$ cat config.mk
export PLATFORM = sky130hd
export DESIGN_NAME = uart_tx_fifo
export DESIGN_NICKNAME = d
export VERILOG_FILES = /design/src/rtl/uart_tx_fifo.sv
export SDC_FILE = /design/constraint.sdc
export NUM_CORES = 1
export LEC_CHECK = 0
export ABC_AREA = 1
export CORE_UTILIZATION = 40
export CTS_BUF_LIST = sky130_fd_sc_hd__clkbuf_8
export CTS_CLUSTER_DIAMETER = 80
export DETAILED_ROUTE_END_ITERATION = 6
export SKIP_CTS_REPAIR_TIMING = 1
export SYNTH_ARGS = -nofsm -noshare
export SYNTH_HDL_FRONTEND = slang
export SYNTH_SLANG_ARGS = --single-unit
$ cat constraint.sdc
create_clock -name sysclk -period 2.9 [get_ports sysclk]
set_input_delay 0.58 -clock sysclk [delete_from_list [all_inputs] [get_ports sysclk]]
set_output_delay 0.58 -clock sysclk [all_outputs]
set_load 0.01 [all_outputs]
$ cat src/rtl/uart_tx_fifo.sv
// Buffered 8N1 UART transmitter: a valid/ready write port feeds a FIFO that is drained
// LSB-first onto o_tx_serial, with frames sent back-to-back while i_tx_en is high.
module uart_tx_fifo #(
    parameter int CLKS_PER_BIT = 1085,
    parameter int DATA_WIDTH   = 8,
    parameter int FIFO_DEPTH   = 16
) (
    input  logic                          sysclk,
    input  logic                          rst_n,
    input  logic                          i_tx_en,
    input  logic [DATA_WIDTH-1:0]         i_wr_data,
    input  logic                          i_wr_valid,
    output logic                          o_wr_ready,
    output logic                          o_tx_serial,
    output logic                          o_tx_busy,
    output logic                          o_tx_d,
    output logic [$clog2(FIFO_DEPTH):0]   o_fifo_count
);

    localparam int AW = $clog2(FIFO_DEPTH);
    localparam int BW = (CLKS_PER_BIT > 1) ? $clog2(CLKS_PER_BIT) : 1;
    localparam int IW = (DATA_WIDTH > 1) ? $clog2(DATA_WIDTH) : 1;
    localparam logic [BW-1:0] BAUD_LAST = BW'(CLKS_PER_BIT - 1);
    localparam logic [IW-1:0] BIT_LAST  = IW'(DATA_WIDTH - 1);
    localparam logic [AW:0]   FULL      = (AW+1)'(FIFO_DEPTH);

    typedef enum logic [1:0] {
        IDLE,
        START,
        DATA,
        STOP
    } state_t;

    state_t                state, state_nxt;
    logic [DATA_WIDTH-1:0] mem [FIFO_DEPTH];
    logic [AW-1:0]         wr_ptr, rd_ptr;
    logic [AW:0]           count;
    logic [BW-1:0]         baud_cnt;
    logic [IW-1:0]         bit_idx;
    logic [DATA_WIDTH-1:0] shift;
    logic                  push, pop, baud_done, can_pop;

    assign o_wr_ready   = (count != FULL);
    assign o_fifo_count = count;
    assign o_tx_busy    = (state != IDLE);
    assign push         = i_wr_valid & o_wr_ready;
    assign baud_done    = (baud_cnt == BAUD_LAST);
    assign can_pop      = i_tx_en && (count != '0);

    always_ff @(posedge sysclk or negedge rst_n) begin
        if (!rst_n) begin
            state <= IDLE;
        end else begin
            state <= state_nxt;
        end
    end

    // Popping is tied to START entry so the head byte lands in the shifter on that edge.
    always_comb begin
        state_nxt = state;
        pop       = 1'b0;
        unique case (state)
            IDLE: begin
                if (can_pop) begin
                    state_nxt = START;
                    pop       = 1'b1;
                end
            end
            START: begin
                if (baud_done) state_nxt = DATA;
            end
            DATA: begin
                if (baud_done && bit_idx == BIT_LAST) state_nxt = STOP;
            end
            STOP: begin
                if (baud_done) begin
                    if (can_pop) begin
                        state_nxt = START;
                        pop       = 1'b1;
                    end else begin
                        state_nxt = IDLE;
                    end
                end
            end
            default: state_nxt = IDLE;
        endcase
    end

    always_comb begin
        o_tx_serial = 1'b1;
        unique case (state)
            START:   o_tx_serial = 1'b0;
            DATA:    o_tx_serial = shift[0];
            default: o_tx_serial = 1'b1;
        endcase
    end

    always_ff @(posedge sysclk) begin
        if (push) mem[wr_ptr] <= i_wr_data;
    end

    always_ff @(posedge sysclk or negedge rst_n) begin
        if (!rst_n) begin
            wr_ptr <= '0;
            rd_ptr <= '0;
            count  <= '0;
        end else begin
            if (push) wr_ptr <= wr_ptr + AW'(1);
            if (pop)  rd_ptr <= rd_ptr + AW'(1);
            if (push && !pop)      count <= count + (AW+1)'(1);
            else if (pop && !push) count <= count - (AW+1)'(1);
        end
    end

    // Baud counter restarts on every state entry so back-to-back frames never drift.
    always_ff @(posedge sysclk or negedge rst_n) begin
        if (!rst_n) begin
            baud_cnt <= '0;
            bit_idx  <= '0;
            shift    <= '0;
            o_tx_d   <= 1'b0;
        end else begin
            o_tx_d <= (state == STOP) && baud_done;
            if (state == IDLE || baud_done || state_nxt != state) begin
                baud_cnt <= '0;
            end else begin
                baud_cnt <= baud_cnt + BW'(1);
            end
            if (pop) begin
                shift   <= mem[rd_ptr];
                bit_idx <= '0;
            end else if (state == DATA && baud_done) begin
                shift   <= shift >> 1;
                bit_idx <= bit_idx + IW'(1);
            end
        end
    end

endmodule

== After elaboration in Yosys (flattened, before gate mapping) ==
Memory sizes are Yosys's and may differ from the RTL's.
Index checks and enable logic that the tools add are counted.

* Register bits after elaboration: 38
* Output and inout bits: 9
* Memories kept: 1
* Word-level logic and storage cells: 57
* Bits in writable memories: 128
* Input port bits: 12

* Add/subtract/negate cells: 6
* Reduce and logical (&&, ||, !) cells: 15
* Bitwise operators: 1
* Equality and inequality tests: 7
* Mux-type cells: 19

{| class="wikitable"
|+ Memories
! memory !! depth !! bits a word !! rd ports !! clocked after Yosys merged registers in !! wr ports !! RTL line !! text
|-
| mem || 16 || 8 || 1 || 0 || 1 || 35 || <nowiki>logic [DATA_WIDTH-1:0] mem [FIFO_DEPTH];</nowiki>
|}

{| class="wikitable"
|+ Operators with widths
! operator !! count
|-
| $mux W8 || 2
|-
| $add A11 B1 Y11 const B || 1
|-
| $eq A11 B11 Y1 const B || 1
|-
| $mux W11 || 1
|-
| $mux W5 || 2
|-
| $add A4 B1 Y4 const B || 2
|-
| $mux W2 || 4
|-
| $pmux W2 S4 || 1
|-
| $logic_and A1 B1 Y1 || 6
|-
| $mux W3 || 2
|-
| $reduce_bool A2 Y1 || 3
|-
| $add A5 B1 Y5 const B || 1
|-
| $mux W1 || 5
|-
| $ne A5 B5 Y1 const B || 1
|-
| $reduce_bool A5 Y1 || 1
|-
| $sub A5 B1 Y5 const B || 1
|-
| $eq A2 B2 Y1 const B || 2
|-
| $pmux W1 S2 || 2
|-
| $add A3 B1 Y3 const B || 1
|-
| $eq A3 B3 Y1 const B || 1
|-
| $eq A2 B1 Y1 const B || 1
|-
| $logic_not A1 Y1 || 2
|-
| $logic_not A2 Y1 || 1
|-
| $logic_or A1 B1 Y1 || 2
|-
| other kinds (2) || 2
|}

== Longest topological paths before layout ==
Gate-level depths: netlist (run 1).

* Depth after elaboration: 8
* Gate-level depth with buffers: 18
* Depth with buffers taken out: 17

== Worst setup path before layout (run 1) ==
No wires, ideal clock.

* Path kind: register -> register
* Start: reg baud_cnt[0]
* End: reg count[4] (netlist: o_fifo_count[4])
* Data required time: 2.772 ns
* Data arrival time: 2.494 ns
* Slack: 0.278 ns
* Setup time: 0.128 ns
* Buffers on the path: 1
* Period minus slack after synthesis: 2.622 ns
* Stages on the path, launching flop included: 19
* Cell sequence: dfrtp_1 -> inv_1 -> ha_1 -> inv_1 -> nor2_2 -> nand4_2 -> nand2_1 -> nand3b_4 -> buf_2 -> ha_1 -> inv_1 -> ha_1 -> a21oi_1 -> nor2_1 -> nor2_1 -> nand2_1 -> nand2_1 -> nor2_1 -> xor2_1

* Cells in the longest elaborated chain, start to end: 6
* Elaborated cells on any way between the ends: 8
* Those cells by class: eq/ne: 1; mux: 3; reduce/logical: 4

{| class="wikitable"
|+ Ends and longest elaborated chain
! item !! RTL line !! text
|-
| from (decl) || 38 || <nowiki>logic [BW-1:0] baud_cnt;</nowiki>
|-
| from (signal assigned) || 127 || <nowiki>baud_cnt <= baud_cnt + BW'(1);</nowiki>
|-
| $eq A11 B11 Y1 (*) || 47 || <nowiki>assign baud_done = (baud_cnt == BAUD_LAST);</nowiki>
|-
| $mux W1 (*) || 76 || <nowiki>if (baud_done) begin</nowiki>
|-
| $pmux W1 S2 (*) || 62 || <nowiki>unique case (state)</nowiki>
|-
| $logic_not A1 Y1 || 110 || <nowiki>if (push && !pop) count <= count + (AW+1)'(1);</nowiki>
|-
| $logic_and A1 B1 Y1 || 110 ||
|-
| $mux W5 / $reduce_bool A2 Y1 (equally long branches) || n/a ||
|-
| to (signal assigned) || 110 ||
|-
| to (signal assigned) || 111 || <nowiki>else if (pop && !push) count <= count - (AW+1)'(1);</nowiki>
|-
| to (decl) || 37 || <nowiki>logic [AW:0] count;</nowiki>
|}

Mark *: on every way between the ends. The rest lies on a longest branch, timed or not.
A chain may end at the register's enable or synchronous reset.

== Worst setup path in the final report (run 1) ==
* Start: reg state[0]
* End: out o_tx_serial

* Cells in the longest elaborated chain, start to end: 2
* Elaborated cells on any way between the ends: 3
* Those cells by class: eq/ne: 2; mux: 1

{| class="wikitable"
|+ Ends and longest elaborated chain
! item !! RTL line !! text
|-
| from (decl) || 34 || <nowiki>state_t state, state_nxt;</nowiki>
|-
| from (signal assigned) || 54 || <nowiki>state <= state_nxt;</nowiki>
|-
| $eq A2 B2 Y1 / $eq A2 B1 Y1 (equally long branches) || 91 || <nowiki>unique case (state)</nowiki>
|-
| $pmux W1 S2 (*) || 91 ||
|-
| to (decl) || 14 || <nowiki>output logic o_tx_serial,</nowiki>
|}

Marked as above.

==> out/metrics.cfg, run 1 <==
[status]
status=completed

[pwr]
netSwitchingPower_mw=1.525
powerDensity_nw_per_um2=637.6
p_leak_nw=3.135
power.internal_mw=3.723
irDropWorstVdd_uv=296.5
power_frac_clock_pct=30.9
pwr-share-comb_pct=13.5
seqPwrFrac_pct=55.7
swShare_pct=29.06

[clocking]
cts_buffer_depth=2
cts_buffers=17
cts_tree=built
cts_root_buffer=clkbuf_8
cts.sinks=166
cts.clk_slew.worst_paths_ps=90
htreeDepth=4
clock_latency_ps=460

[job]
maxCapViolCount=0

[worst_setup_path]
arrival_ps=2040
startpoint_type=register
criticalPathCategory=reg2out
cp.required_ps=2320
worstPathMaxFanout=5
end_kind=primary output

[place]
routabilityCongestion=0.7639
hpwl_um=9854
portBuffers=20

[sta]
tightest_slew_ps=911.1
rsz0062_at_grt=no
skew_ps=12.29
fmax_ghz=0.3824
setup_viol=0
slew-limit-headroom_pct=39.26
final_max_slew_viol_count=0
min_period_over_period_pct=90.18
tns_ps=0
post-route-min-period_ps=2615
finalHoldViolCount=0

[synth]
synth_area_per_cell_um2=11.44
netlist_area_um2=7284
synth_top_area_share_pct=52.77
ys_warn_count=0
ys_seq_area_share_pct=65.82
yosys_most_used_dff=edfxtp_1
synthArstFlopShare_pct=22.89
synthTopCellsByArea=edfxtp_1 (53%), dfrtp_1 (13%), nor2_1 (4.6%), nand2_1 (4.5%), o21ai_0 (4.3%)
synth-seq-cells=166
synth_largest_area_cell=edfxtp_1
syn_nets=667
synthCells=637
synth_edf_count=128
ys_types=39

[route]
wl_um=15500
first_iter_violations=533
wl_per_cell_um=17.00
ant_nets=0
via_per_inst=5.284
drt_first_pass_iters=5
num_vias=4819
drc_errors=0

[grt]
grt_max_degree=67
antenna_found_initial=0
grt_pass1_wl_um=24620
grt_overflow_total=0
track_usage_pct=17.67
grt_pass1_vias=4642

[final_layout]
finalNetCount=704
utilization_pct=46.93
antenna_cells=0
drive_gt1_share_pct=13.25
area_growth_pct=12.99

[worst_hold_path]
hp-class=in2async

[die]
die-width_um=137.0
core_area_um2=17540
num_io_pins=21
fp.dieArea_um2=18760
die_y_um=137.0
rows=48
initial_core_util_pct=41.54

## critical path, cell delays in order, from the launching register on
cell and delay, ps:
dfrtp_1 410, inv_1 130, ha_1 260, o21ai_0 210, clkdlybuf4s50_1 570
## through the flow
step                power (mW)  instance area (um^2)  hold WS [ps]  instances  setup WS (ps)
floorplan                3.343                  7284         284.4        637          278.1
global placement         3.647                  7835         461.9        880          244.7
detailed placement       3.686                  7835         471.4        880          147.0
CTS                      5.293                  8225         261.3        912          214.2
global route             5.487                  8230         304.8        912          35.07
finish                   5.247                  8230         244.9        912          284.8
## logic make-up after synthesis
kind of cell	after synthesis	synth area share, %
buffers and inverters	72	4.225
adders and majority gates	18	3.195
and+or+nand+nor	248	15.70
AOI/OAI and AO/OA	117	9.138
xor gates and xnor gates	16	1.924
DFF	166	65.82
## state kept, by name, indices dropped and copies added, names as in the netlist
signal / flops
bit_idx: 3
rd_ptr: 4
o_fifo_count: 5
baud_cnt: 11
mem: 128
shift: 8
wr_ptr: 4
state: 2
o_tx_d: 1
## synth_stat cells (9+ instances only)
library cell	n
a21oi_1	11
nand3_1	39
xor2_1	11
o22ai_1	23
buf_2	9
o21ai_0	62
ha_1	17
nor3_2	12
nand2_1	88
inv_1	35
o211ai_1	10
dfrtp_1	38
clkbuf_1	12
edfxtp_1	128
nor2_1	90
## cells in the final DEF, fill, tap and decap left out, drive strengths merged, types with 13 or more instances in the layout
cell type	count
o22ai	23
inv	50
buf	29
nor3	13
nand3	42
nand2	91
edfxtp	128
ha	17
clkdlybuf4s50	19
o21ai	63
dfrtp	38
clkbuf	17
nor2	93
## worst paths after layout
path / startpoint / endpoint / slack, ps / cells past startpoint
hold reg to reg: bit_idx[1] / bit_idx[1] / 500 / 2
setup reg to reg: baud_cnt[0] / o_fifo_count[4] / 290 / 16
min in group sysclk: bit_idx[1] / bit_idx[1] / 500 / 2
hold / removal: rst_n / baud_cnt[9] / 240 / 1
max in group asynchronous: rst_n / rd_ptr[0] / 2030 / 1
setup / recovery: state[0] / o_tx_serial / 280 / 4
## routing by layer
layer	up-vias	wire, um	GRT usage (%)
met3	20	601	3.593
met2	109	7479	28.25
li1	2306	-	-
met5	-	0	0
met4	0	234	6.410
met1	2384	7188	23.80
## power by group through the flow
| stage | clock network (mW) | logic, mW | registers [mW] |
|---|---|---|---|
| 2_1_floorplan | 0 | 0.382 | 2.96 |
| 3_3_place_gp | 0 | 0.682 | 2.97 |
| 3_5_place_dp | 0 | 0.712 | 2.97 |
| 4_1_cts | 1.66 | 0.715 | 2.92 |
| 5_1_grt | 1.75 | 0.797 | 2.94 |
| 6_report | 1.62 | 0.707 | 2.92 |
## layout make-up
type                       instances  area, um^2
tap                              225       281.5
clock buffer                      17       234.0
clock inverter                    15       156.4
sequential                       166        4796
fill                            1600        9306
inverter                          42       157.7
multi-input combinational        399        2187
timing repair buffer              48       417.9
Power figures use the tool's default switching activity.
==> inputs of run 2 (changes only) <==
Settings changed: SLEW_MARGIN set to 10.
==> results of run 2 <==
No change in the layout: final DEF, timing and power equal those of run 1.
